$ cat src/rtl/pc_pkg.sv
// Shared definitions for the fetch-stage program counter: next-PC source codes,
// default PC width and the target alignment mask helper.
package pc_pkg;

  localparam int unsigned XLEN_DEF = 32;

  localparam logic [1:0] SRC_SEQ   = 2'd0;
  localparam logic [1:0] SRC_PEND  = 2'd1;
  localparam logic [1:0] SRC_REDIR = 2'd2;
  localparam logic [1:0] SRC_TRAP  = 2'd3;

  // 64-bit wide so any XLEN up to 64 can slice the mask it needs.
  function automatic logic [63:0] align_mask(input int unsigned bits);
    return ~((64'd1 << bits) - 64'd1);
  endfunction

endpackage

$ cat src/rtl/pc_fetch_unit_hist.sv
// PC history shift register: entry 0 is youngest. Shifts on enable, flush clears
// all valid bits while data still follows the enable.
module pc_hist_shift #(
  parameter int unsigned DEPTH = 2,
  parameter int unsigned W     = 32
) (
  input  logic               clk,
  input  logic               reset,
  input  logic               en_i,
  input  logic               flush_i,
  input  logic [W-1:0]       din_i,
  output logic [DEPTH*W-1:0] hist_o,
  output logic [DEPTH-1:0]   valid_o
);

  logic [DEPTH-1:0][W-1:0] hist_q;
  logic [DEPTH-1:0]        valid_q;

  always_ff @(posedge clk) begin
    if (reset) begin
      hist_q  <= '0;
      valid_q <= '0;
    end else begin
      if (en_i) begin
        hist_q[0] <= din_i;
        for (int i = 1; i < DEPTH; i++) hist_q[i] <= hist_q[i-1];
      end
      if (flush_i) begin
        valid_q <= '0;
      end else if (en_i) begin
        valid_q[0] <= 1'b1;
        for (int i = 1; i < DEPTH; i++) valid_q[i] <= valid_q[i-1];
      end
    end
  end

  assign hist_o  = hist_q;
  assign valid_o = valid_q;

endmodule

$ cat src/rtl/pc_fetch_unit.sv
// Fetch-stage PC: trap > redirect > pending > sequential next-PC select, sticky
// pending redirect across stalls, misalignment pulse and a short PC history.
module pc_fetch_unit
  import pc_pkg::*;
#(
  parameter int unsigned     XLEN         = XLEN_DEF,
  parameter logic [XLEN-1:0] RESET_VECTOR = '0,
  parameter int unsigned     INC          = 4,
  parameter int unsigned     ALIGN_BITS   = 2,
  parameter int unsigned     PIPE_DEPTH   = 2
) (
  input  logic                       clk,
  input  logic                       reset,
  input  logic                       stallF,
  input  logic                       redirect_valid,
  input  logic [XLEN-1:0]            redirect_pc,
  input  logic                       trap_valid,
  input  logic [XLEN-1:0]            trap_pc,
  output logic [XLEN-1:0]            PCF_out,
  output logic [XLEN-1:0]            PCPlusIncF,
  output logic                       pending_out,
  output logic                       misalign_err,
  output logic [PIPE_DEPTH*XLEN-1:0] pc_hist,
  output logic [PIPE_DEPTH-1:0]      hist_valid
);

  localparam logic [63:0]     AMASK64 = align_mask(ALIGN_BITS);
  localparam logic [XLEN-1:0] AMASK   = AMASK64[XLEN-1:0];

  logic [XLEN-1:0] pc_q, pc_d, pend_pc_q, pend_pc_d;
  logic            pend_q, pend_d, mis_q, mis_d;
  logic [1:0]      src_sel;
  logic [XLEN-1:0] req_tgt, req_aligned, next_pc;
  logic            req_any, taken, hist_flush;

  assign req_any     = trap_valid | redirect_valid;
  assign req_tgt     = trap_valid ? trap_pc : redirect_pc;
  assign req_aligned = req_tgt & AMASK;
  assign PCPlusIncF  = pc_q + XLEN'(INC);

  always_comb begin
    if (trap_valid)          src_sel = SRC_TRAP;
    else if (redirect_valid) src_sel = SRC_REDIR;
    else if (pend_q)         src_sel = SRC_PEND;
    else                     src_sel = SRC_SEQ;
  end

  // The sequential path is deliberately left unaligned.
  always_comb begin
    case (src_sel)
      SRC_TRAP, SRC_REDIR: next_pc = req_aligned;
      SRC_PEND:            next_pc = pend_pc_q;
      default:             next_pc = PCPlusIncF;
    endcase
  end

  assign taken = (src_sel != SRC_SEQ);

  always_comb begin
    pc_d      = pc_q;
    pend_d    = pend_q;
    pend_pc_d = pend_pc_q;
    mis_d     = req_any && ((req_tgt & ~AMASK) != '0);
    if (!stallF) begin
      pc_d   = next_pc;
      pend_d = 1'b0;
    end else if (req_any) begin
      pend_d    = 1'b1;
      pend_pc_d = req_aligned;
    end
  end

  always_ff @(posedge clk) begin
    if (reset) begin
      pc_q      <= RESET_VECTOR;
      pend_q    <= 1'b0;
      pend_pc_q <= '0;
      mis_q     <= 1'b0;
    end else begin
      pc_q      <= pc_d;
      pend_q    <= pend_d;
      pend_pc_q <= pend_pc_d;
      mis_q     <= mis_d;
    end
  end

  assign hist_flush = stallF ? req_any : taken;

  pc_hist_shift #(.DEPTH(PIPE_DEPTH), .W(XLEN)) u_hist (
    .clk     (clk),
    .reset   (reset),
    .en_i    (!stallF),
    .flush_i (hist_flush),
    .din_i   (pc_q),
    .hist_o  (pc_hist),
    .valid_o (hist_valid)
  );

  assign PCF_out      = pc_q;
  assign pending_out  = pend_q;
  assign misalign_err = mis_q;

endmodule

$ cat config.mk
export PLATFORM = sky130hd
export DESIGN_NAME = pc_fetch_unit
export DESIGN_NICKNAME = d
export VERILOG_FILES = /design/src/rtl/pc_pkg.sv /design/src/rtl/pc_fetch_unit_hist.sv /design/src/rtl/pc_fetch_unit.sv
export SDC_FILE = /design/constraint.sdc
export NUM_CORES = 1
export LEC_CHECK = 0
export BUFFER_PORTS_ARGS = -buffer_cell sky130_fd_sc_hd__buf_2
export CAP_MARGIN = 20
export CELL_PAD_IN_SITES_DETAIL_PLACEMENT = 0
export CELL_PAD_IN_SITES_GLOBAL_PLACEMENT = 1
export CORE_MARGIN = 2
export CORE_UTILIZATION = 34
export DETAILED_ROUTE_END_ITERATION = 6
export PLACE_DENSITY = 0.81
export SYNTH_ARGS = -nofsm -noshare
export SYNTH_HDL_FRONTEND = slang
export SYNTH_HIERARCHICAL = 1
export SYNTH_SLANG_ARGS = --single-unit
$ cat constraint.sdc
create_clock -name clk -period 2.2 [get_ports clk]
set_input_delay 0.22 -clock clk [delete_from_list [all_inputs] [get_ports clk]]
set_output_delay 0.22 -clock clk [all_outputs]
set_load 0.02 [all_outputs]
==> results.py <==
metrics = {
    "status": {
        "status": "finished, violations left",
        "violations": "setup timing",
    },
    "drt": {
        "vias_per_cell": 5.07,
        "vias": 6614,
        "post_drt_wl_per_cell_um": 16.4,
        "wl_mm": 21.4,
        "drc_errors": 0,
        "drtIter0Drc": 409,
        "drt_pass1_iterations": 7,
        "ant_nets": 0,
    },
    "yosys": {
        "synth_seq_cells": 128,
        "synthArstFlopShare_pct": 0,
        "seq_area_frac_synth_pct": 38.3,
        "yosys_warnings": 6,
        "syn-cell-area_sq_mm": 0.00669,
        "avgSynthCellArea_sq_um": 8.47,
        "synth_enable_flop_cells": 0,
        "synth.distinct_cells": 58,
        "synth_flop_cell": "dfxtp_1",
        "netlist_instances": 789,
    },
    "cells_and_area": {
        "antenna_cells": 0,
        "drive_gt1_share_pct": 37.1,
        "area_growth_pct": 42.0,
        "layout_commonest_cell": "buf_2",
        "fin_nets": 1096,
        "final_cell_mix": "buf_2 (173), dfxtp_1 (117), nor2_1 (117), mux2i_1 (90), buf_4 (85)",
        "num-fill-cells": 1911,
        "final_util_pct": 48.9,
    },
    "grt": {
        "grt_use_total_pct": 19.6,
        "grt_remaining_overflow": 0,
        "antenna_found_initial": 0,
        "grt_pass1_wl_mm": 31.9,
        "grt_max_degree": 104,
        "grt_pass1_vias": 5786,
    },
    "placement": {
        "gp_congestion": 0.829,
        "pre_cts_ws_ps": 108,
        "hpwlAfterDp_mm": 14.7,
        "port-buffer-count": 196,
    },
    "sta": {
        "timing.final.crit_share_pct": 110,
        "skew_ps": 9.51,
        "fmaxAchievable_ghz": 0.414,
        "whs_ps": 98.2,
        "period_minus_slack_ps": 2420,
        "maxSlewViolCount": 0,
        "finalWorstSetupSlack_ps": -216,
        "rsz0062_at_grt": "true",
        "final_hold_viol_count": 0,
        "setup-tns-final_ps": -2430,
        "setup_viol": 18,
        "maxSlewHeadroom_pct": 61.7,
        "tightestPinTransition_ps": 571,
    },
    "critical_path": {
        "endpoint_kind": "primary output",
        "cp-start-kind": "flip-flop",
        "cp.required_ps": 1980,
        "worstPathMaxFanout": 4,
        "cpPeakStageDelay_ps": 390,
        "slowest_stage": "nor4_4",
        "worst-endpoint-arrival_ps": 2200,
        "crit_type": "flip-flop to primary output",
        "cpMostUsedCell": "buf_4",
        "rrSetupSlack_ps": 0,
        "path_cells": "nand4_4 -> nor4_4 -> buf_4 -> nand2_4 -> or3_4 -> xnor2_2 -> buf_4",
    },
    "clock_tree": {
        "cts-root-buf": "clkbuf_16",
        "clockBufferDepth": 2,
        "postCtsHoldBufs": 0,
        "cts_buffers": 17,
        "clk_latency_ps": 410,
        "clkTransAtPathRegs_ps": 60,
        "clock-sinks": 128,
        "cts_tree": "yes",
        "ctsHtreeMaxLevel": 4,
    },
    "worst_hold_path": {
        "min_path_type": "primary input to flip-flop",
    },
    "job": {
        "cap_viol_max_count": 0,
    },
    "floorplan": {
        "die_h_um": 144,
        "num_rows": 51,
        "pin_count": 201,
        "die_w_um": 144,
        "core_sq_mm": 0.0194,
        "start_util_pct": 34.5,
        "die_area_sq_mm": 0.0208,
    },
    "pwr": {
        "ir_drop_uv": 491,
        "p_leak_nw": 4.43,
        "power_density_mw_per_mm2": 689,
    },
}
## per-stage QoR
stage          power, mW  cells  cell area (sq um)
5_1_grt             6.81   1304               9490
3_3_place_gp        3.59   1241               8200
2_1_floorplan       3.22    794               6750
6_report            6.54   1304               9490
4_1_cts             6.58   1287               9160
3_5_place_dp        3.61   1241               8200
## critical path: cells and delay by family (launching register included)
kind	cells	cell delay [ps]
buffers and inverters	2	350
and+or+nand+nor	4	930
DFF	1	360
xor gates and xnor gates	1	130
## where the power goes
group	switching [mW]	internal, mW
Sequential	0.0746	2.43
Combinational	0.663	0.451
Clock	1.12	1.79
## cell families after synthesis
group                    count (synthesis)  share of synthesized area, %
multiplexers                            91                          13.6
adder cells (fa/ha/maj)                  1                         0.187
AND/OR/NAND/NOR                        288                          21.4
AO/OA/AOI/OAI                          166                          16.1
XOR/XNOR                                27                          3.54
other                                    1                        0.0561
buffers and inverters                   87                          6.72
flip-flops                             128                          38.3
## cell usage after synthesis (3+ instances only)
cell	count	area share [%]
o31a_1	6	0.79
nand4_1	5	0.47
nand3b_1	26	2.9
a221o_1	3	0.45
a211oi_1	32	3.6
buf_4	6	0.67
buf_1	4	0.22
xor2_1	7	0.92
inv_1	14	0.79
a21o_1	3	0.34
nand2b_1	9	0.84
nor3_1	11	0.82
clkbuf_1	48	2.7
nor4_1	5	0.47
dfxtp_1	128	38
xnor2_1	20	2.6
and3b_1	7	0.92
nand2_1	58	3.3
a221oi_1	6	0.79
a31oi_1	4	0.37
or3_1	6	0.56
a311oi_1	7	0.92
nor3b_1	3	0.34
o21ai_0	28	2.1
nor2_1	125	7.0
mux2i_1	90	13
o32ai_1	4	0.52
o221ai_1	3	0.39
a21oi_1	59	4.4
buf_2	8	0.60
nand3_1	14	1.0
or4_1	4	0.45
buf_12	5	1.5
## path summary, 6_finish.rpt
kind / startpoint / endpoint / cells past startpoint
worst max-delay path: PCF_out[10] / PCPlusIncF[29] / 7
worst min-delay path: trap_pc[9] / pend_pc_q[9] / 3
worst max register to register: PCF_out[10] / PCF_out[28] / 8
worst min register to register: u_hist/hist_o[53] / u_hist/hist_o[53] / 2
## metal layers
metal	track usage [%]	wire length, um
met5	0	0
met3	4.30	1300
met1	28.5	10500
met2	29.6	9340
met4	4.91	288
## state kept, by name, summed over array words and instances (netlist names)
signal	flops
u_hist/hist_o	64
PCF_out	30
u_hist/valid_o	2
misalign_err	1
pending_out	1
pend_pc_q	30
## layout make-up
| class | count | area (sq um) | area share (%) |
|---|---|---|---|
| Multi-Input combinational cell | 579 | 4040 | 42.6 |
| Sequential cell | 128 | 2580 | 27.2 |
| Timing Repair Buffer | 286 | 1870 | 19.7 |
| Clock buffer | 17 | 425 | 4.48 |
| Tap cell | 265 | 332 | 3.49 |
| Clock inverter | 15 | 185 | 1.95 |
| Inverter | 14 | 55.1 | 0.580 |
## what timing repair did
| item | 4_1_cts | 5_1_grt |
|---|---|---|
| setup endpoints to repair | 19 | 22 |
| buffers inserted | 14 | 17 |
| pin swaps | 18 | 17 |
| gates resized for setup | 68 | 41 |
Note: power is estimated with default switching activity, not from simulation.
